<file path="src/rtl/core_ctrl_pkg.sv">
// Shared encodings and defaults for the core run sequencer.
// State values are fixed so external checkers can decode them directly.
package core_ctrl_pkg;

  typedef enum logic [2:0] {
    ST_IDLE    = 3'd0,
    ST_HOLD    = 3'd1,
    ST_RUN     = 3'd2,
    ST_DONE    = 3'd3,
    ST_TIMEOUT = 3'd4
  } run_state_e;

  localparam logic [31:0] DEF_RESULT_ADDR = 32'h0000_0040;
  localparam int          DEF_MAX_CYCLES  = 1000;

endpackage

</file>
<file path="src/rtl/core_run_ctrl.sv">
// Run sequencer for the single-cycle core: holds it in reset, releases it on start,
// counts run cycles, captures the result store and ends on halt (j .) or timeout.
module core_run_ctrl
  import core_ctrl_pkg::*;
#(
  parameter int          RST_CYCLES  = 2,
  parameter logic [31:0] RESULT_ADDR = DEF_RESULT_ADDR,
  parameter int          MAX_CYCLES  = DEF_MAX_CYCLES,
  parameter int          CNT_W       = 16
) (
  input  logic             clk,
  input  logic             reset,
  input  logic             start,
  input  logic [31:0]      core_pc,
  input  logic             core_mem_we,
  input  logic [31:0]      core_mem_addr,
  input  logic [31:0]      core_mem_wdata,
  output logic             core_rst,
  output logic             busy,
  output logic             done,
  output logic             timeout,
  output logic [31:0]      result,
  output logic [CNT_W-1:0] cycle_count
);

  localparam int               HOLD_W    = (RST_CYCLES > 1) ? $clog2(RST_CYCLES) : 1;
  localparam logic [HOLD_W-1:0] HOLD_LAST = HOLD_W'(RST_CYCLES - 1);
  localparam logic [CNT_W-1:0]  CNT_LAST  = CNT_W'(MAX_CYCLES - 1);

  run_state_e        state_q, state_d;
  logic [HOLD_W-1:0] hold_q;
  logic [31:0]       pc_prev_q;
  logic              pc_valid_q;
  logic [31:0]       result_q;
  logic [CNT_W-1:0]  cnt_q;

  logic halt;
  logic result_hit;
  logic can_launch;

  // A halt is the core fetching the same PC on two consecutive run cycles.
  assign halt       = pc_valid_q && (core_pc == pc_prev_q);
  assign result_hit = core_mem_we && (core_mem_addr == RESULT_ADDR);
  assign can_launch = (state_q == ST_IDLE) || (state_q == ST_DONE) ||
                      (state_q == ST_TIMEOUT);

  always_comb begin
    state_d = state_q;
    case (state_q)
      ST_IDLE, ST_DONE, ST_TIMEOUT: if (start) state_d = ST_HOLD;
      ST_HOLD:                      if (hold_q == HOLD_LAST) state_d = ST_RUN;
      ST_RUN: begin
        if (halt)                    state_d = ST_DONE;
        else if (cnt_q == CNT_LAST)  state_d = ST_TIMEOUT;
      end
      default:                      state_d = ST_IDLE;
    endcase
  end

  always_ff @(posedge clk or posedge reset) begin
    if (reset) begin
      state_q    <= ST_IDLE;
      hold_q     <= '0;
      pc_prev_q  <= '0;
      pc_valid_q <= 1'b0;
      result_q   <= '0;
      cnt_q      <= '0;
    end else begin
      state_q <= state_d;
      if (can_launch && start) begin
        hold_q     <= '0;
        cnt_q      <= '0;
        result_q   <= '0;
        pc_valid_q <= 1'b0;
      end else if (state_q == ST_HOLD) begin
        hold_q <= hold_q + 1'b1;
      end else if (state_q == ST_RUN) begin
        // The final (halt or timeout) edge still counts and still captures.
        cnt_q      <= cnt_q + 1'b1;
        pc_prev_q  <= core_pc;
        pc_valid_q <= 1'b1;
        if (result_hit) result_q <= core_mem_wdata;
      end
    end
  end

  // Decoded from the state register so reset forces core_rst high immediately.
  assign core_rst    = (state_q != ST_RUN);
  assign busy        = (state_q == ST_HOLD) || (state_q == ST_RUN);
  assign done        = (state_q == ST_DONE);
  assign timeout     = (state_q == ST_TIMEOUT);
  assign result      = result_q;
  assign cycle_count = cnt_q;

endmodule

</file>
<file path="config.mk">
export PLATFORM = sky130hd
export DESIGN_NAME = core_run_ctrl
export DESIGN_NICKNAME = d
export VERILOG_FILES = /design/src/rtl/core_ctrl_pkg.sv /design/src/rtl/core_run_ctrl.sv
export SDC_FILE = /design/constraint.sdc
export NUM_CORES = 1
export LEC_CHECK = 0
export ABC_AREA = 1
export CORE_MARGIN = 2
export CORE_UTILIZATION = 50
export DETAILED_ROUTE_END_ITERATION = 12
export GPL_ROUTABILITY_DRIVEN = 1
export PLACE_DENSITY = 0.87
export SLEW_MARGIN = 25
export SYNTH_ARGS = -nofsm -noshare
export SYNTH_HDL_FRONTEND = slang
export SYNTH_SLANG_ARGS = --single-unit
</file>
<file path="constraint.sdc">
create_clock -name clk -period 4 [get_ports clk]
set_clock_uncertainty 0.2 [all_clocks]
set_input_delay 0.4 -clock clk [delete_from_list [all_inputs] [get_ports clk]]
set_output_delay 0.4 -clock clk [all_outputs]
set_load 0.01 [all_outputs]
</file>
# --- Word level (Yosys, flattened, before mapping) ---
# Cells that the tools add are included.
word_totals:
  ff_bits: 85
  word_cells: 54
  memories: 0
  mem_bits_ro: 0
  output_inout_bits: 52
  ram_bits: 0
  inputBits: 100
  latchBits: 0
op_classes:
  muxes: 17
  n_addsub: 2
  n_lt_le_gt_ge: 0
  multipliers: 0
  n_shift: 0
  div_mod_pow: 0
  eq_ne: 12
  bitwise_logic: 2
  n_reduce_logical: 15
op_table:
  columns: ["op", "n"]
  rows:
  - ["2-to-1 mux 32 bit", 4]
  - ["2-to-1 mux 16 bit", 3]
  - ["equality test 32 bit", 1]
  - ["equality test 32 x 7 -> 1 bit (second input constant)", 1]
  - ["adder 16 x 1 -> 16 bit (second input constant)", 1]
  - ["equality test 16 x 10 -> 1 bit (second input constant)", 1]
  - ["2-to-1 mux 3 bit", 4]
  - ["one-hot mux 3 bit (3 select lines)", 1]
  - ["AND reduction 3 bit", 3]
  - ["equality test 3 x 2 -> 1 bit (second input constant)", 2]
  - ["inequality test 2 bit (second input constant)", 3]
  - ["nonzero test 2 bit", 3]
  - ["2-to-1 mux 1 bit", 5]
  - ["equality test 3 x 1 -> 1 bit (second input constant)", 1]
  - ["equality test 3 bit (second input constant)", 1]
  - ["logical AND 1 bit", 3]
  - ["logical NOT 3 bit", 1]
  - ["logical OR 1 bit", 3]
  - ["inequality test 3 x 2 -> 1 bit (second input constant)", 1]
  - ["inequality test 3 bit (second input constant)", 1]
  - ["OR reduction 3 bit", 1]
  - ["NOT 1 bit", 2]
  - ["AND reduction 2 bit", 1]
  - ["adder 1 bit (second input constant)", 1]

# --- Longest topological paths before layout ---
depth:
  depth_word: 6
  depth_mapped: 13
  ltp_nobuf: 13

# --- Least setup slack after synthesis ---
# OpenSTA, ideal clock, no wires.
synth_timing:
  path_type: "flip-flop to output port"
  from: "register state_q[1]"
  to: "output port busy"
  n_path_buf: 2
  t_required_ns: 3.400
  setup_slack_ns: 2.158
  arrival_ns: 1.242
  path_stages_with_launch: 7
  cell_sequence: "dfrtp_1 > inv_1 > nor3_2 > buf_4 > inv_2 > clkbuf_1 > nand2_1"
synth_between:
  elab_chain_cells: 2
  word_cells_on_any_way: 3
  classes_between: "2 x eq/ne; 1 x reduce/logical"
synth_rtl:
  columns: ["element", "line_no", "rtl"]
  rows:
  - ["start, declared", "core_run_ctrl.sv:30", "run_state_e state_q, state_d;"]
  - ["start signal, assigned", "core_run_ctrl.sv:69", "state_q <= state_d;"]
  - ["equality test 3 x 1 -> 1 bit or equality test 3 x 2 -> 1 bit (tied branches)", "core_run_ctrl.sv:89", "assign busy = (state_q == ST_HOLD) || (state_q == ST_RUN);"]
  - ["logical OR 1 bit (*)", "core_run_ctrl.sv:89", null]
  - ["end, declared", "core_run_ctrl.sv:19", "output logic busy,"]
# Mark *: on every way between the ends. The rest lies on a longest branch, timed or not.

# --- Worst setup path in the final report ---
layout_timing:
  from: "register state_q[0]"
  to: "register result_q[27], in the netlist result[27]"
layout_between:
  elab_chain_cells: 6
  word_cells_on_any_way: 13
  classes_between: "5 x eq/ne; 1 x mux; 7 x reduce/logical"
layout_rtl:
  columns: ["element", "line_no", "rtl"]
  rows:
  - ["equality test 3 x 2 -> 1 bit or logical NOT 3 bit (tied branches)", "core_run_ctrl.sv:44", "assign can_launch = (state_q == ST_IDLE) || (state_q == ST_DONE) ||"]
  - ["logical OR 1 bit (2 in series)", "core_run_ctrl.sv:44", null]
  - ["logical AND 1 bit", "core_run_ctrl.sv:70", "if (can_launch && start) begin"]
  - ["inequality test 2 bit (no source line) or nonzero test 2 bit (tied branches)", null, null]
  - ["AND reduction 3 bit (no source line)", null, null]
  - ["end signal, assigned", "core_run_ctrl.sv:82", "if (result_hit) result_q <= core_mem_wdata;"]
  - ["end, declared", "core_run_ctrl.sv:34", "logic [31:0] result_q;"]
# Several ways; a longest one is shown, not always the timed one.
# A chain may end at the register's enable or synchronous reset.

==> results <==
- The post-route minimum period is 2.58 ns.
- The worst setup path is launched from a flip-flop.
- In the final routed layout, each cell accounts on average for 14.2 um.
- The clock slew seen by the registers of the worst setup and hold paths is 0.10 ns.
- The number of nets handed over by synthesis was 695.
- In this run the cell area of the synthesized design comes to 4490 um2.
- Counting the buffers created by CTS gives 9.
- The finished layout holds 850 standard cells, fillers aside.
- The post-layout net count is 838.
- The part of the total power dissipated in sequential elements is 39.9%.
- The longest clock path from root to sink contains 2 buffers.
- The count of buffer and inverter cells on the critical path is 2.
- The number of antenna violations at the first check in global routing was 0.
- The count of boundary I/O pins is 152.
- The critical path's most frequent cell is sky130_fd_sc_hd__nand2_1.
- A synthesized cell averages 7.55 um2.
- In this run, post-CTS hold repair placed 0 buffers.
- By area the synthesized netlist is led by sky130_fd_sc_hd__dfrtp_1 (47%), sky130_fd_sc_hd__nand2_1 (18%), sky130_fd_sc_hd__inv_1 (6.0%), sky130_fd_sc_hd__nand4_1 (5.7%), sky130_fd_sc_hd__o21ai_0 (4.4%).
- The post-placement cell count is 834.
- The worst relative slew slack is 35.4%.
- The flow ran to the end, and the final reports show no timing, DRC or antenna violations.
- The first TritonRoute pass finished after 5 iterations.
- The clock network fraction of total power is 23.9%.
- The layer flagged by global routing as most heavily used is met2.
- At the pin with the least slew margin, the transition time is 0.969 ns.
- The required time at the endpoint of the critical path is 4.05 ns.
- The die is 98.7 um wide.
- The critical path goes through nor3_4 -> buf_4 -> nor2_8 -> inv_4 -> o21ai_4 -> nand2_1 -> nand2_1.
- The distinct cell type count of the synthesized netlist is 38.
- The count of instances resized after the clock tree is built is 0.
- Synthesis produced 594 cells.
- In this run the worst path has a maximum fanout of 100.
- The largest total area in the synthesized netlist belongs to sky130_fd_sc_hd__dfrtp_1.
- At the end of routability-driven placement, the weighted congestion stood at 0.861.
- The met1 demand-to-capacity share in global routing is 33.7%.
- The die extent in y is 98.7 um.
- The Yosys warning count is 0.
- For this design the total switching power over the nets is 1.12 mW.
- The initial standard-cell utilization of the core is 51.4%.
- The repair_antennas step left the layout with diodes totalling 0.
- The tool flagged a number of max-cap violations equal to 0.
- Data arrives at the worst endpoint at 2.62 ns.
- The insertion delay of the later-clocked pin in the worst-skew pair is 0.35 ns.
- TritonCTS built the clock tree.
- Internal power comes to 1.81 mW.
- The floorplan has 34 rows.
- For this run, the slowest stage of the critical path takes 0.78 ns.
- The post-route DRC violation count is 0.
- After the first detailed-routing iteration, the DRC count stood at 299.
- The slowest stage cell on the critical path is sky130_fd_sc_hd__buf_4.
- The via count of the first global-routing pass is 4,356.
- Global routing consumed, on the met3 layer, 3.48% of the routing resources.
- For this design the static power due to leakage is 3.00 nW.
- After synthesis the netlist holds a flip-flop and latch count of 85.
- Global routing used 25.4% of the available tracks.
- The total routed wirelength is 12,100 um.
- The count of H-tree levels built during CTS is 3.
- The min-delay analysis places its worst path in the category flip-flop to flip-flop.
- Of the total power, the share spent switching nets is 38.3%.
- Across the VDD grid, the largest voltage drop is 0.305 mV.
- The via count is 4,446.
- The number of endpoints with negative hold slack in the final report was 0.
- In this run the tool buffered the top-level ports with 151 buffer cells.
- In this run the clock root is driven by a sky130_fd_sc_hd__clkbuf_8.
- The fmax is 0.388 GHz.
- The share of Yosys cell area claimed by the top area cell type is 47.4%.
- The critical setup path kind is flip-flop to flip-flop.
- The power density over the cells is 468 nW/um2.
- The count of nets left with antenna violations once routing finished came out at 0.
- The share of total power dissipated in combinational logic is 36.2%.
- Setup repair after global routing left no endpoint under its margin.
- The max-slew violation count is 0.
- The final clock period utilization by the worst path is 64.5%.
- For this run, the register share of the synthesized area comes to 47.4%.
- Setup violations remaining at the end of the flow were counted as 0.
- The top cell family by delay on the critical path is buffers and inverters.
- STA classifies the critical path endpoint as a flip-flop.
- The first global-routing pass estimated 20,300 um of wire.
- Cells with a size suffix above 1 make up 5.53% of the layout.
- The floorplan die area is 9750 um2.
- Using the TritonRoute via totals, the vias-per-cell ratio works out to 5.23.
- The total overflow reported by the global router is 0.
- The met2 routing resource usage after global routing is 42.6%.
- The region available for standard cell placement spans 8720 um2.
- The area added between synthesis and finish is 39.5%.
- The clock net sink count is 85.
- The buffer count from post-CTS setup fixing is 0.
- The post-route setup TNS is 0 ns.
- The wire-length estimate of the detail-placed layout is 9040 um.
- Entering global routing, the biggest net connects 101 pins.
## routing by layer
metal / routed length, um / share of wire, % / vias up
met5: 0 / 0 / -
met4: 312 / 2.6 / 0
met3: 622 / 5.1 / 31
met2: 5960 / 49 / 157
met1: 5190 / 43 / 2074
li1: - / - / 2184
## flip-flops by register name, summed over array words and instances, names as in the netlist
register and count:
cycle_count 16, hold_q 1, pc_prev_q 32, pc_valid_q 1, result 32, state_q 3
## cells by family (layout without fill, tap and decap cells)
group	Yosys count	count (layout)	synth area share (%)
simple gates	340	340	33.4
buf+inv	99	247	9.51
flops	85	85	47.4
compound gates	60	60	7.61
xor+xnor	9	9	1.76
fa+ha+maj	1	1	0.279
## synth_stat cells
library cell and instances:
sky130_fd_sc_hd__xor2_1 2, sky130_fd_sc_hd__o31ai_1 1, sky130_fd_sc_hd__or2_2 1, sky130_fd_sc_hd__o21ai_1 1
sky130_fd_sc_hd__inv_1 72, sky130_fd_sc_hd__xnor2_1 7, sky130_fd_sc_hd__dfrtp_1 85, sky130_fd_sc_hd__a21boi_1 1
sky130_fd_sc_hd__nor4_1 6, sky130_fd_sc_hd__buf_4 2, sky130_fd_sc_hd__o21ai_0 39, sky130_fd_sc_hd__a21oi_1 9
sky130_fd_sc_hd__nor2_2 1, sky130_fd_sc_hd__nor4b_1 1, sky130_fd_sc_hd__inv_4 1, sky130_fd_sc_hd__inv_2 3
sky130_fd_sc_hd__nor3_1 6, sky130_fd_sc_hd__a31oi_1 1, sky130_fd_sc_hd__o22ai_1 2, sky130_fd_sc_hd__buf_2 12
sky130_fd_sc_hd__o21bai_1 1, sky130_fd_sc_hd__clkbuf_1 3, sky130_fd_sc_hd__nand2_2 6, sky130_fd_sc_hd__a32o_1 1
sky130_fd_sc_hd__o21ai_4 1, sky130_fd_sc_hd__nand3_1 18, sky130_fd_sc_hd__nand2_1 216, sky130_fd_sc_hd__nor3_2 2
sky130_fd_sc_hd__buf_6 4, sky130_fd_sc_hd__nor2_1 38, sky130_fd_sc_hd__nand4_1 41, sky130_fd_sc_hd__ha_1 1
sky130_fd_sc_hd__o32ai_1 1, sky130_fd_sc_hd__nor2_8 1, sky130_fd_sc_hd__buf_1 2, sky130_fd_sc_hd__o22ai_2 1
sky130_fd_sc_hd__o211ai_1 1, sky130_fd_sc_hd__nor2_4 3
## tightest hold or removal path, delay by kind of cell (launching register included)
kind             cells  cell delay [ns]
DFF                  1             0.36
and+or+nand+nor      2             0.09
## layout by cell type, fill, tap and decap left out, types with 7 or more instances in the layout
cell	n
sky130_fd_sc_hd__inv_1	71
sky130_fd_sc_hd__nor2_1	38
sky130_fd_sc_hd__nand4_1	41
sky130_fd_sc_hd__xnor2_1	7
sky130_fd_sc_hd__clkbuf_8	9
sky130_fd_sc_hd__nand2_1	216
sky130_fd_sc_hd__nand3_1	18
sky130_fd_sc_hd__clkdlybuf4s50_1	151
sky130_fd_sc_hd__dfrtp_1	85
sky130_fd_sc_hd__a21oi_1	9
sky130_fd_sc_hd__o21ai_0	39
## per-stage QoR
stage	hold slack [ns]	power, mW	instance area [um2]	worst slack (ns)	utilization [%]
finish	0.279	2.93	6260	1.42	71.8
floorplan	0.261	1.94	4490	1.21	-
global placement	0.254	2.18	6030	1.52	69.2
global route	0.308	3.14	6260	1.24	71.8
detailed placement	0.257	2.24	6030	1.32	69.2
CTS	0.282	2.94	6260	1.43	71.8
## layout make-up
type	instances	area [um2]
Multi-Input combinational cell	410	1940
Timing Repair Buffer	155	1540
Fill cell	678	2460
Tap cell	108	135
Clock buffer	9	124
Clock inverter	7	105
Inverter	76	289
Sequential cell	85	2130
## worst paths after layout
check                      cells after the start  startpoint            end  slack (ns)
min in group asynchronous                      3       reset     result[12]        0.29
setup / recovery                               7  state_q[0]     result[27]        1.42
max in group asynchronous                      3       reset  pc_prev_q[10]        2.84
hold / removal                                 2  result[31]     result[31]        0.28
setup reg to reg                               7  state_q[0]     result[27]        1.42
hold reg to reg                                2  result[31]     result[31]        0.28
## power by group through the flow
stage	sequential, mW	combinational (mW)	clock, mW
3_5_place_dp	1.19	1.06	0
3_3_place_gp	1.17	1.01	0
5_1_grt	1.19	1.20	0.748
6_report	1.17	1.06	0.700
4_1_cts	1.17	1.06	0.711
2_1_floorplan	1.16	0.780	0
No activity file was read; power rests on OpenSTA's default activity.
